`config.mk`:
```
export PLATFORM = sky130hd
export DESIGN_NAME = onehot_decoder_buf
export DESIGN_NICKNAME = d
export VERILOG_FILES = /design/src/rtl/prio_dec_pkg.sv /design/src/rtl/idx_fifo.sv /design/src/rtl/onehot_decoder_buf.sv
export SDC_FILE = /design/constraint.sdc
export NUM_CORES = 1
export LEC_CHECK = 0
export CELL_PAD_IN_SITES_DETAIL_PLACEMENT = 0
export CELL_PAD_IN_SITES_GLOBAL_PLACEMENT = 1
export CORE_ASPECT_RATIO = 2
export CORE_MARGIN = 5
export CORE_UTILIZATION = 25
export DETAILED_ROUTE_END_ITERATION = 6
export HOLD_SLACK_MARGIN = 0.15
export PLACE_DENSITY_LB_ADDON = 0.2
export REMOVE_ABC_BUFFERS = 1
export SETUP_SLACK_MARGIN = 0.4
export SYNTH_ARGS = -nofsm -noshare
export SYNTH_HDL_FRONTEND = slang
export SYNTH_SLANG_ARGS = --single-unit
export TNS_END_PERCENT = 20
```
`constraint.sdc`:
```
create_clock -name clk -period 3.05 [get_ports clk]
set_clock_uncertainty 0.05 [all_clocks]
set_input_delay 0.4575 -clock clk [delete_from_list [all_inputs] [get_ports clk]]
set_output_delay 0.4575 -clock clk [all_outputs]
set_load 0.05 [all_outputs]
```
`src/rtl/prio_dec_pkg.sv`:
```
// Shared types and helpers for the one-hot decoder buffer.
// Holds the FIFO occupancy state, the hit counter width and the one-hot helper.
package prio_dec_pkg;

   typedef enum logic [1:0] {
      EMPTY,
      PARTIAL,
      FULL
   } dec_state_e;

   localparam int HIT_CNT_W = 8;

   // Widest one-hot word the helper can build; callers cast down to OUT_W.
   localparam int MAX_OUT_W = 256;

   function automatic logic [MAX_OUT_W-1:0] onehot_f(input int unsigned idx);
      return MAX_OUT_W'(1) << idx;
   endfunction

endpackage

```
`src/rtl/idx_fifo.sv`:
```
// Index FIFO: storage, wrapping pointers, occupancy count and derived state.
// Ports: clk, rst (sync, active-high), push/din write, pop/dout head, state.
module idx_fifo
   import prio_dec_pkg::*;
#(
   parameter int IDX_W = 2,
   parameter int DEPTH = 2
) (
   input  logic             clk,
   input  logic             rst,
   input  logic             push,
   input  logic [IDX_W-1:0] din,
   input  logic             pop,
   output logic [IDX_W-1:0] dout,
   output dec_state_e       state
);

   localparam int PTR_W = $clog2(DEPTH);
   localparam int CNT_W = $clog2(DEPTH + 1);

   logic [IDX_W-1:0] mem [DEPTH];
   logic [PTR_W-1:0] wr_ptr;
   logic [PTR_W-1:0] rd_ptr;
   logic [CNT_W-1:0] count;

   // Storage is left unreset; count gates every read of it.
   always_ff @(posedge clk) begin
      if (push) begin
         mem[wr_ptr] <= din;
      end
   end

   always_ff @(posedge clk) begin
      if (rst) begin
         wr_ptr <= '0;
         rd_ptr <= '0;
         count  <= '0;
      end else begin
         if (push) begin
            wr_ptr <= wr_ptr + PTR_W'(1);
         end
         if (pop) begin
            rd_ptr <= rd_ptr + PTR_W'(1);
         end
         unique case ({push, pop})
            2'b10:   count <= count + CNT_W'(1);
            2'b01:   count <= count - CNT_W'(1);
            default: count <= count;
         endcase
      end
   end

   always_comb begin
      state = PARTIAL;
      if (count == '0) begin
         state = EMPTY;
      end else if (count == CNT_W'(DEPTH)) begin
         state = FULL;
      end
   end

   assign dout = mem[rd_ptr];

endmodule

```
`src/rtl/onehot_decoder_buf.sv`:
```
// Buffered binary-to-one-hot line decoder with valid/ready streams.
// Ports: clk, rst (sync, active-high); in_valid/in_ready/in_idx input stream;
// out_valid/out_ready/out_onehot output stream; hit_clr, hit_cnt per-line
// pop counters, present only when PRIO_DEC_HIT_CNT_EN is defined.
module onehot_decoder_buf
   import prio_dec_pkg::*;
#(
   parameter int IDX_W = 2,
   parameter int DEPTH = 2
) (
   input  logic                       clk,
   input  logic                       rst,
   input  logic                       in_valid,
   output logic                       in_ready,
   input  logic [IDX_W-1:0]           in_idx,
   output logic                       out_valid,
   input  logic                       out_ready,
   output logic [(1<<IDX_W)-1:0]      out_onehot,
   input  logic                       hit_clr,
   output logic [(1<<IDX_W)*8-1:0]    hit_cnt
);

   localparam int OUT_W = 1 << IDX_W;

   logic             push;
   logic             pop;
   logic [IDX_W-1:0] head;
   dec_state_e       state;

   // No bypass: a full FIFO refuses input even if it pops this cycle.
   assign in_ready  = !rst && (state != FULL);
   assign out_valid = (state != EMPTY);
   assign push      = in_valid && in_ready;
   assign pop       = out_valid && out_ready;

   idx_fifo #(
      .IDX_W (IDX_W),
      .DEPTH (DEPTH)
   ) u_fifo (
      .clk   (clk),
      .rst   (rst),
      .push  (push),
      .din   (in_idx),
      .pop   (pop),
      .dout  (head),
      .state (state)
   );

   assign out_onehot = out_valid ? OUT_W'(onehot_f(32'(head))) : '0;

`ifdef PRIO_DEC_HIT_CNT_EN
   logic [HIT_CNT_W-1:0] cnt [OUT_W];

   // Clear wins over a same-cycle increment; counters saturate.
   always_ff @(posedge clk) begin
      for (int i = 0; i < OUT_W; i++) begin
         if (rst || hit_clr) begin
            cnt[i] <= '0;
         end else if (pop && head == IDX_W'(i) && cnt[i] != '1) begin
            cnt[i] <= cnt[i] + HIT_CNT_W'(1);
         end
      end
   end

   for (genvar g = 0; g < OUT_W; g++) begin : g_hit
      assign hit_cnt[HIT_CNT_W*g +: HIT_CNT_W] = cnt[g];
   end
`else
   logic unused_hit_clr;
   assign unused_hit_clr = hit_clr;
   assign hit_cnt        = '0;
`endif

endmodule
```
==> metrics <==
I/O pin cnt 45; Slew @ Worst Pin 0.567 ns; Slowest cell on crit path clkdlybuf4s50_1; Port Buffers 11; Hold Path Depth 2; Final Max Slew Viols 0; flop2flop setup slack 1.20 ns; Gate Count Post-Synth 81; area occupied by multi-input gates 307 µm²; Syn Area/Cell 8.36 µm²; Netlist Area Pre-Place 677 µm²; largest net degree at the start of global routing 9; FF+latch count, synth 9; TNS Setup 0 ns; critical path cell sequence inv_1 -> o32a_1 -> nor2_1 -> clkdlybuf4s50_1; FP Rows 26; Detailed Place HPWL 1060 µm; height of the chip 83.6 µm; post-synthesis sequential area ratio 0.325; crit path DAT 1.91 ns; LEAKAGE 0.354 nW; PostCTS Resize Cnt 0; r2r endpoint u_fifo.count[1]; WL final 1180 µm; worst hold path class reg -> reg; initial antenna violation count 0; Total Power 0.000622 W; Die Wd 46.8 µm; Tot GR Track Use 0.0602; register area 220 µm²; highest-count cells in the layout ignoring fill and taps conb_1 (32), clkdlybuf4s50_1 (11), nor2_1 (10), inv_1 (6), dfxtp_1 (5); share of post-route cells with drive strength above 1 0.0526; first-pass GRT wire length 1730 µm; PwrDens 833 nW/µm²; FF-to-FF Start u_fifo.count[0]; status complete, no violations; Post-CTS Setup Bufs 0; period utilization 0.793; Setup-failing EPs final 0; Longest Clk Path Bufs 2; Detail Route Antenna Nets 0; crit-path max FO 4; Num CTS Buffers 3; initial core utilization 0.263; average vias per placed instance 3.80; Finished Core Util 0.291; Final nets 104; Max Cap Violations 0; # fillers 300; Slew HR 0.619; CORE AREA 2570 µm²; Worst-path clk slew 0.05 ns; DR WL/cell 9.61 µm; Initial DRC Count 8; Fin. Hold Viols 0; M1 GR Usage 0.0472; unrepaired setup endpoints after global routing no; Critical Path Max Stage Delay 0.81 ns; Area Overhead vs Synth 10.4%; Root Buffer Master clkbuf_8; CTS tree built; cell type with the largest total area after synthesis buf_4; busiest layer in global routing met2; GRT Residual Overflow 0; CTS H-tree lvls 1; Hold Path Origin u_fifo.rd_ptr; Hold Buf Count CTS 0; RD Place Congestion 0.622; CP top delay family buffers and inverters; Synth warnings 0; critical path class reg -> out; Worst Path Buf+Inv 2; DRC viols 0; CP startpoint kind flip-flop; area share of the leading cell type in the synthesized netlist 0.355; Synth area leaders buf_4 (35%), edfxtp_1 (18%), dfxtp_1 (15%); met3 Use GR 0.0130; most common cell after layout, fill and taps aside conb_1; Worst R2R Path Depth 6; GRT met2 Usage 0.115; total number of vias 467; CTS sink cnt 9; Worst EP required 2.54 ns; DR pass1 iterations 4; FMAX 0.414 GHz; DIE AREA 3910 µm²; Worst Hold Path EP u_fifo.rd_ptr; number of diodes 0; vias in the first global route 423; IR drop worst, VDD 0.335 mV; clock insertion delay at the later pin of the skew report 0.23 ns; Final min period 2.42 ns; Setup crit end kind output pin; post-synthesis cell type count 24
[synth_stat cells]
| cell | instances |
|---|---|
| nor4_1 | 1 |
| clkbuf_1 | 1 |
| o21ai_0 | 2 |
| nor3_1 | 1 |
| xnor2_1 | 1 |
| conb_1 | 1 |
| nand2b_1 | 1 |
| o32a_1 | 1 |
| dfxtp_1 | 5 |
| o211ai_1 | 1 |
| or3_1 | 1 |
| nand3_1 | 1 |
| buf_4 | 32 |
| edfxtp_1 | 4 |
| nand3b_1 | 1 |
| inv_1 | 6 |
| nor2_1 | 10 |
| xor2_1 | 2 |
| a32oi_1 | 1 |
| and2b_2 | 1 |
| nand2_1 | 2 |
| ha_1 | 1 |
| a21oi_1 | 3 |
| and3_1 | 1 |
[worst min-delay path, cell delays in order (launching register included)]
cell	delay [ns]
dfxtp_1	0.32
xor2_1	0.08
nor2_1	0.07
[metrics by stage]
stage	setup slack, ns	hold WS (ns)	area (µm²)	std cells
after floorplan	0.680	0.421	549	79
after global placement	0.637	0.436	702	119
after detailed placement	0.645	0.450	702	119
after CTS	0.613	0.461	747	123
after global routing	0.559	0.489	747	123
final	0.633	0.451	747	123
[kinds of logic after synthesis]
family	Yosys count	share of synthesized area
XOR/XNOR	3	0.0388
buffers and inverters	39	0.394
AO/OA/AOI/OAI	8	0.0758
flip-flops	9	0.325
other	1	0.00554
adder cells (fa/ha/maj)	1	0.0185
AND/OR/NAND/NOR	20	0.142
[report_power, final]
group / total [W] / internal (W) / switching (W) / leakage [nW]
clock network: 0.000136 / 0.0000909 / 0.0000449 / 0.0228
registers: 0.000182 / 0.000153 / 0.0000283 / 0.0778
logic: 0.000305 / 0.0000833 / 0.000222 / 0.254
[routing by layer]
layer | routed length (µm) | share of wire
met1 | 309 | 0.26
met3 | 193 | 0.16
met4 | 16 | 0.014
met2 | 662 | 0.56
met5 | 0 | 0
[area by class of cell]
class,count,area share
repair buffers,12,0.157
flip-flops and latches,9,0.295
inverters,6,0.0302
multi-input cells,64,0.410
clock buffers,4,0.0603
well taps,28,0.0469
[worst max-delay path by stage]
stage	startpoint	to	cells past startpoint
3_3_place_gp	rst	in_ready	3
2_1_floorplan	u_fifo.count[0]	u_fifo.count[1]	6
6_report	u_fifo.mem[0][0]	out_onehot[1]	4
4_1_cts	u_fifo.mem[0][0]	out_onehot[1]	4
5_1_grt	u_fifo.mem[0][0]	out_onehot[1]	4
3_5_place_dp	rst	in_ready	3
No activity file was read; power rests on OpenSTA's default activity.
